**config.mk**
```make
export PLATFORM = sky130hd
export DESIGN_NAME = instqueue_issue_ctrl
export DESIGN_NICKNAME = d
export VERILOG_FILES = /design/src/rtl/instqueue_issue_ctrl.sv
export SDC_FILE = /design/constraint.sdc
export NUM_CORES = 1
export LEC_CHECK = 0
export ABC_AREA = 0
export CORE_MARGIN = 1.5
export CORE_UTILIZATION = 60
export DETAILED_ROUTE_END_ITERATION = 7
export PLACE_DENSITY = 0.78
export SLEW_MARGIN = 20
export SYNTH_ARGS = -nofsm -noshare
export SYNTH_HDL_FRONTEND = slang
export SYNTH_SLANG_ARGS = --single-unit
```
**constraint.sdc**
```tcl
create_clock -name clk_in -period 7 [get_ports clk_in]
set_clock_uncertainty 0.15 [all_clocks]
set_input_delay 1.4 -clock clk_in [delete_from_list [all_inputs] [get_ports clk_in]]
set_output_delay 1.4 -clock clk_in [all_outputs]
set_load 0.05 [all_outputs]
```
**src/rtl/instqueue_issue_ctrl.sv**
```systemverilog
// ---------------------------------------------------------------------------
// instqueue_issue_ctrl
//
// Purpose:
//   Instruction queue between instruction fetch and the decoder. Fetched
//   {inst, pc} pairs are buffered in a circular FIFO of 2**DEPTH_LOG entries.
//   At most one instruction per cycle is issued to the decoder through a
//   registered output stage. The queue can be flushed by the decoder (JAL
//   redirect) or by the ROB (branch mispredict).
//
// Ports:
//   clk_in                         clock, rising edge
//   rst_n_in                       asynchronous active-low reset
//   rdy_in                         global ready; low freezes the queue
//   if_instqueue_en_in             push strobe from IF
//   if_instqueue_inst_in           instruction to push
//   if_instqueue_pc_in             PC of the pushed instruction
//   instqueue_if_full_out          queue full; IF must not push
//   dispatcher_instqueue_stall_in  downstream cannot accept; blocks pops
//   decoder_instqueue_rst_in       flush request from the decoder
//   rob_instqueue_rst_in           flush request from the ROB
//   instqueue_decoder_en_out       one-cycle valid pulse per issued entry
//   instqueue_decoder_inst_out     issued instruction
//   instqueue_decoder_pc_out       issued PC
//   instqueue_count_out            current occupancy, 0..DEPTH
// ---------------------------------------------------------------------------
module instqueue_issue_ctrl #(
    parameter int INST_WIDTH = 32,
    parameter int ADDR_WIDTH = 32,
    parameter int DEPTH_LOG  = 4
) (
    input  logic                  clk_in,
    input  logic                  rst_n_in,
    input  logic                  rdy_in,
    input  logic                  if_instqueue_en_in,
    input  logic [INST_WIDTH-1:0] if_instqueue_inst_in,
    input  logic [ADDR_WIDTH-1:0] if_instqueue_pc_in,
    output logic                  instqueue_if_full_out,
    input  logic                  dispatcher_instqueue_stall_in,
    input  logic                  decoder_instqueue_rst_in,
    input  logic                  rob_instqueue_rst_in,
    output logic                  instqueue_decoder_en_out,
    output logic [INST_WIDTH-1:0] instqueue_decoder_inst_out,
    output logic [ADDR_WIDTH-1:0] instqueue_decoder_pc_out,
    output logic [DEPTH_LOG:0]    instqueue_count_out
);

    localparam int DEPTH = 2 ** DEPTH_LOG;
    localparam logic [DEPTH_LOG:0] DEPTH_CNT = (DEPTH_LOG + 1)'(DEPTH);

    logic [INST_WIDTH-1:0] inst_mem [DEPTH];
    logic [ADDR_WIDTH-1:0] pc_mem   [DEPTH];

    logic [DEPTH_LOG-1:0] head;
    logic [DEPTH_LOG-1:0] tail;
    logic [DEPTH_LOG:0]   count;

    logic full;
    logic empty;
    logic flush;
    logic do_push;
    logic do_pop;

    // Full is judged by occupancy rather than pointer equality, because head
    // and tail coincide both when the queue is empty and when it is full.
    // Both strobes use the pre-edge full/empty, so a push into a full queue
    // is dropped even when a pop happens in the same cycle, and a freshly
    // pushed entry is never popped in the cycle it arrives.
    always_comb begin
        full    = (count == DEPTH_CNT);
        empty   = (count == '0);
        flush   = decoder_instqueue_rst_in | rob_instqueue_rst_in;
        do_push = rdy_in & if_instqueue_en_in & ~full & ~flush;
        do_pop  = rdy_in & ~dispatcher_instqueue_stall_in & ~empty & ~flush;
    end

    assign instqueue_if_full_out = full;
    assign instqueue_count_out   = count;

    // Storage array. It carries no reset: an entry is only ever read after
    // it has been written, since occupancy is tracked by count.
    always_ff @(posedge clk_in) begin
        if (do_push) begin
            inst_mem[tail] <= if_instqueue_inst_in;
            pc_mem[tail]   <= if_instqueue_pc_in;
        end
    end

    // Pointers, occupancy and the registered issue stage. A flush wins over
    // everything, including a low rdy_in. With rdy_in low the queue freezes,
    // but the valid pulse is still dropped so that no entry is seen twice.
    // The issued inst/pc hold their last value when nothing is popped.
    always_ff @(posedge clk_in or negedge rst_n_in) begin
        if (!rst_n_in) begin
            head                       <= '0;
            tail                       <= '0;
            count                      <= '0;
            instqueue_decoder_en_out   <= 1'b0;
            instqueue_decoder_inst_out <= '0;
            instqueue_decoder_pc_out   <= '0;
        end else if (flush) begin
            head                     <= '0;
            tail                     <= '0;
            count                    <= '0;
            instqueue_decoder_en_out <= 1'b0;
        end else begin
            instqueue_decoder_en_out <= do_pop;
            if (do_push) begin
                tail <= tail + 1'b1;
            end
            if (do_pop) begin
                head                       <= head + 1'b1;
                instqueue_decoder_inst_out <= inst_mem[head];
                instqueue_decoder_pc_out   <= pc_mem[head];
            end
            case ({do_push, do_pop})
                2'b10:   count <= count + 1'b1;
                2'b01:   count <= count - 1'b1;
                default: count <= count;
            endcase
        end
    end

endmodule
```
# Yosys cells after proc, flatten, opt, wreduce, memory -nomap -nowiden
# Memories as Yosys holds them, arrays and structs flattened. A register that Yosys moved wholly into a read port is not among the register bits.
# Cells that the tools add are included.
dict set report totals {
  n_memories 2
  input_bits 71
  word_cells 40
  ramBits 1024
  register_bits 14
  out_inout_bits 71
}
dict set report classes {
  n_addsub 4
  n_bitwise 11
  eq_ne 3
  muxes 9
  reduce_logical 7
}
# memory depth width read_ports rd_clocked_by_memory_dff write_ports line_no
set mem_list {}
lappend mem_list {inst_mem 16 32 1 1 1 51} ;# logic [INST_WIDTH-1:0] inst_mem [DEPTH];
lappend mem_list {pc_mem 16 32 1 1 1 52} ;# logic [ADDR_WIDTH-1:0] pc_mem [DEPTH];
# operator n
set op_table {}
lappend op_table {{two-way mux 4 bit} 4}
lappend op_table {{one-hot mux 5 bit (2 select lines)} 1}
lappend op_table {{adder 4 x 1 -> 4 bit (second input constant)} 2}
lappend op_table {{bitwise AND 1 bit} 6}
lappend op_table {{adder 5 x 1 -> 5 bit (second input constant)} 1}
lappend op_table {{== test 5 bit (second input constant)} 1}
lappend op_table {{logical NOT 5 bit} 1}
lappend op_table {{two-way mux 5 bit} 1}
lappend op_table {{subtractor 5 x 1 -> 5 bit (second input constant)} 1}
lappend op_table {{NOT 1 bit} 4}
lappend op_table {{nonzero test 2 bit} 2}
lappend op_table {{two-way mux 1 bit} 3}
lappend op_table {{nonzero test 3 bit} 1}
lappend op_table {{== test 2 x 1 -> 1 bit (second input constant)} 1}
lappend op_table {{== test 2 bit (second input constant)} 1}
lappend op_table {{logical NOT 1 bit} 2}
lappend op_table {{AND reduction 2 bit} 1}
lappend op_table {{OR 1 bit} 1}

# Logic depth before layout (Yosys ltp)
dict set report depth {
  ltp_word 7
  ltp_mapped 12
}

# Worst setup path before layout
# Ideal clock, no wire load.
dict set report synth_timing {
  kind {in2reg}
  from {input port if_instqueue_en_in}
  to {memory inst_mem[3][0] (enable)}
  n_path_buf 0
  stages 4
  setup_ns 0.565
  required_ns 6.285
  path_slack_ns -0.016
  arrival_time_ns 6.301
  cell_sequence {nand2_1 > a21oi_2 > nand3_1 > nor3_1}
}
dict set report synth_via {
  elab_chain_len 5
}
# element line_no
set synth_lines {}
lappend synth_lines {{from (decl)} 35} ;# input logic if_instqueue_en_in,
lappend synth_lines {{bitwise AND 1 bit (3 in series)} 73} ;# do_push = rdy_in & if_instqueue_en_in & ~full & ~flush;
lappend synth_lines {{two-way mux 1 bit} 83} ;# if (do_push) begin
lappend synth_lines {{two-way mux 1 bit (not written as such)} 84} ;# inst_mem[tail] <= if_instqueue_inst_in;
lappend synth_lines {{to (decl)} 51}
# Every way passes these cells.

# Final worst setup path
dict set report layout_timing {
  from {register count[1] (netlist: instqueue_count_out[1])}
  to {output port instqueue_if_full_out}
}
dict set report layout_via {
  elab_chain_len 1
}
# element line_no
set layout_lines {}
lappend layout_lines {{from (decl)} 56} ;# logic [DEPTH_LOG:0] count;
lappend layout_lines {{from (signal assigned)} 117} ;# 2'b10: count <= count + 1'b1;
lappend layout_lines {{from (signal assigned)} 118} ;# 2'b01: count <= count - 1'b1;
lappend layout_lines {{from (signal assigned)} 119} ;# default: count <= count;
lappend layout_lines {{== test 5 bit} 70} ;# full = (count == DEPTH_CNT);
lappend layout_lines {{to (decl)} 38} ;# output logic instqueue_if_full_out,
# Every way passes these cells.

==> results.md <==
- Status: finished clean
- PwrDens: between 200 and 300 nW/um2
- Post-synth cell types: 39
- Die footprint: 70800 um2
- Wirelength per Cell: 29.9 um
- Top cell type's share of synthesized area: around 74%
- Global-route wire length before repair: between 100000 and 150000 um
- Drt via density: about 6.5
- Clock root buffer: clkbuf_16
- Die Y: ~270 um
- H-tree levels: 3
- Number of instances in the placed design: 2829
- Total Routing Usage GR: a little over a quarter
- Reg power frac: between 50 and 60%
- Worst slew margin: 23.3%
- Yosys reg bits: 1102
- Initial cell density of the core: 60.5%
- Area leader, netlist: edfxtp_1
- Routability cong.: around 0.8
- Startpoint Class: flop
- Nets: ~2.1k
- CP Data Arrival Time: between 2 and 3 ns
- VDD IR max: 0.242 mV
- Via count: 19.8k
- Routed WL: between 90000 and 100000 um
- Post-synthesis sequential area ratio: 78.8%
- Max_cap viols: 0
- Sw frac: 22.5%
- Post-synth top flop: edfxtp_1
- Worst-path clk slew: ~0.06 ns
- Post-CTS setup buffers: 0
- Fin. Hold Viols: 0
- Starting DRT DRC Count: between 2k and 2.5k
- Synth top area cells: edfxtp_1 74%, mux4_2 14%, dfrtp_1 4.7%, o22ai_1 1.9%, mux2_2 1.7%
- Cell with the most instances after synthesis: edfxtp_1
- Period utilization: roughly 62%
- Post-route ant nets: 0
- Critical path class: reg2out
- Post-synth EDFFs: 1024
- Post-cts hold buffer count: 0
- Vias in the first global route: about 21k
- Area grow syn2layout: 15.0%
- Hold Crit Class: reg2reg
- Post_cts resized: 0
- Switch Pwr: between 3 and 4 mW
- Most instantiated cells after synthesis: 1024 x edfxtp_1, 256 x mux4_2, 128 x o22ai_1, 78 x dfrtp_1, 67 x a21oi_1
- Reg2reg path depth: 5
- R2R Setup Slk: 3.51 ns
- Worst-skew pair later-pin latency: about 0.67 ns
- Cts bufs inserted: around 110
- Post-Synthesis Cells: ~1.8k
- CP max FO: 7
- Min Tclk post-route: roughly 4.3 ns
- DRC viols: 0
- Critical Path End Type: output pin
- Final Non-Filler Cells: 3034
- Synth Warn #: 0
- Slew Viols, Final: 0
- Setup violators final: 0
- RSZ-0062 raised after global routing: false
- Core Box Area: roughly 69000 um2
- Clock Power Share: roughly two fifths
- Mapped Nets: ~1.9k
- I/O Pins: ~140
- Leakage: 14.8 nW
- Actual slew at the worst max-slew pin: around 1.2 ns
- Drt first pass iters: 6
- Internal power: between 10 and 15 mW
- Setup TNS Final: 0 ns
- Avg Inst Size Synth: roughly 23 um2
- Layout cell share with drive strength beyond 1: around a quarter
- Number of cell rows: 96
- Pin count of the biggest net entering global routing: 101
- Post-synth ARST share: between 7 and 8%
- CTS tree: yes
- Post-DP HPWL: about 46000 um
- WHS Path Cells: 2
- Crit path required time: 5.45 ns
- Grt ovf: 0
- Port Buf Inserts: ~140
- Antenna violations before repair: 2
- Fmax: about 230 MHz
- Horiz. Die Dim: 266 um
- Maximum root-to-sink buffer count: 3
- Mapped cell area: a little over 40000 um2
- CTS sink count: between 1k and 1.5k
- Combinational Power Share: 7.3%
sequential cells by signal, indices dropped and copies added, names as in the netlist:
register and flops:
instqueue_decoder_pc_out 32, pc_mem 512, tail 4, instqueue_decoder_en_out 1, instqueue_decoder_inst_out 32, head 4
instqueue_count_out 5, inst_mem 512
kinds of logic (layout without fill, tap and decap cells):
| group | after synthesis | count (layout) | share of synthesized area, % |
|---|---|---|---|
| adders and majority gates | 9 | 9 | 0.289 |
| buffers and inverters | 110 | 391 | 1.37 |
| AOI/OAI and AO/OA | 210 | 210 | 3.04 |
| xor gates and xnor gates | 9 | 9 | 0.190 |
| other | 0 | 1 | 0 |
| DFF | 1102 | 1102 | 78.8 |
| muxes | 322 | 322 | 15.7 |
| and+or+nand+nor | 59 | 59 | 0.681 |
power by group through the flow:
stage               Clock [mW]  Combinational, mW  Sequential (mW)
floorplan                    0              0.169             7.96
finish                    5.74               1.04             7.46
global placement             0               1.00             7.59
CTS                       5.80               1.04             7.45
global route              6.05               1.08             7.46
detailed placement           0               1.03             7.59
metal layers:
layer	GRT usage [%]	part of all wire, %	vias up
met3	4.72	7.7	195
li1	-	-	8137
met1	35.7	38	10472
met4	9.37	3.2	4
met2	44.0	51	990
met5	0	0.029	-
per-stage QoR:
step	area, um2	worst slack [ns]	util, %	total power [mW]	hold slack [ns]
final	47700	2.66	69.6	14.2	0.446
after global routing	47700	2.56	69.6	14.6	0.487
after CTS	47700	2.66	69.5	14.3	0.448
after detailed placement	44100	2.16	64.3	8.62	0.425
after global placement	44100	2.24	64.3	8.59	0.426
after floorplan	41500	-0.0150	-	8.13	0.400
final timing paths:
| kind | endpoint | start |
|---|---|---|
| min in group asynchronous | instqueue_decoder_inst_out[20] | rst_n_in |
| max in group asynchronous | head[3] | rst_n_in |
| worst min register to register | instqueue_decoder_pc_out[9] | instqueue_decoder_pc_out[9] |
| worst max-delay path | instqueue_if_full_out | instqueue_count_out[1] |
| worst min-delay path | instqueue_decoder_pc_out[9] | instqueue_decoder_pc_out[9] |
| worst max register to register | pc_mem[7][7] | instqueue_count_out[0] |
worst max-delay path, cell delays in order, from the launching register on:
cell,delay (ns)
dfrtp_1,0.50
or4_1,0.65
nor2_1,0.16
clkdlybuf4s50_1,0.82
area by class of cell:
type,count,area (um2)
well taps,931,1160
fillers,3891,20900
diodes,1,2.50
repair buffers,182,1870
inverters,7,26.3
multi-input cells,609,8390
clock buffers,154,3050
clock inverters,48,517
flip-flops and latches,1102,32700
cell usage in the layout, fill, tap and decap left out, drive strengths merged:
master,n
a311oi,1
or4,1
a21o,1
dfrtp,78
or2,2
nand3,6
bufinv,9
o22ai,128
a211oi,3
nor3,6
clkbuf,154
nor2,27
o21ai,4
diode,1
clkdlybuf4s50,140
clkinvlp,1
clkinv,31
nor4,1
a21boi,1
buf,42
mux4,256
mux2,64
fa,1
nand2b,5
mux2i,2
xor2,4
xnor2,5
nand2,8
a31oi,2
edfxtp,1024
ha,8
nand4,2
nor2b,1
inv,14
o41ai,1
a21oi,68
a2111o,1
(Power assumes the default switching activity.)
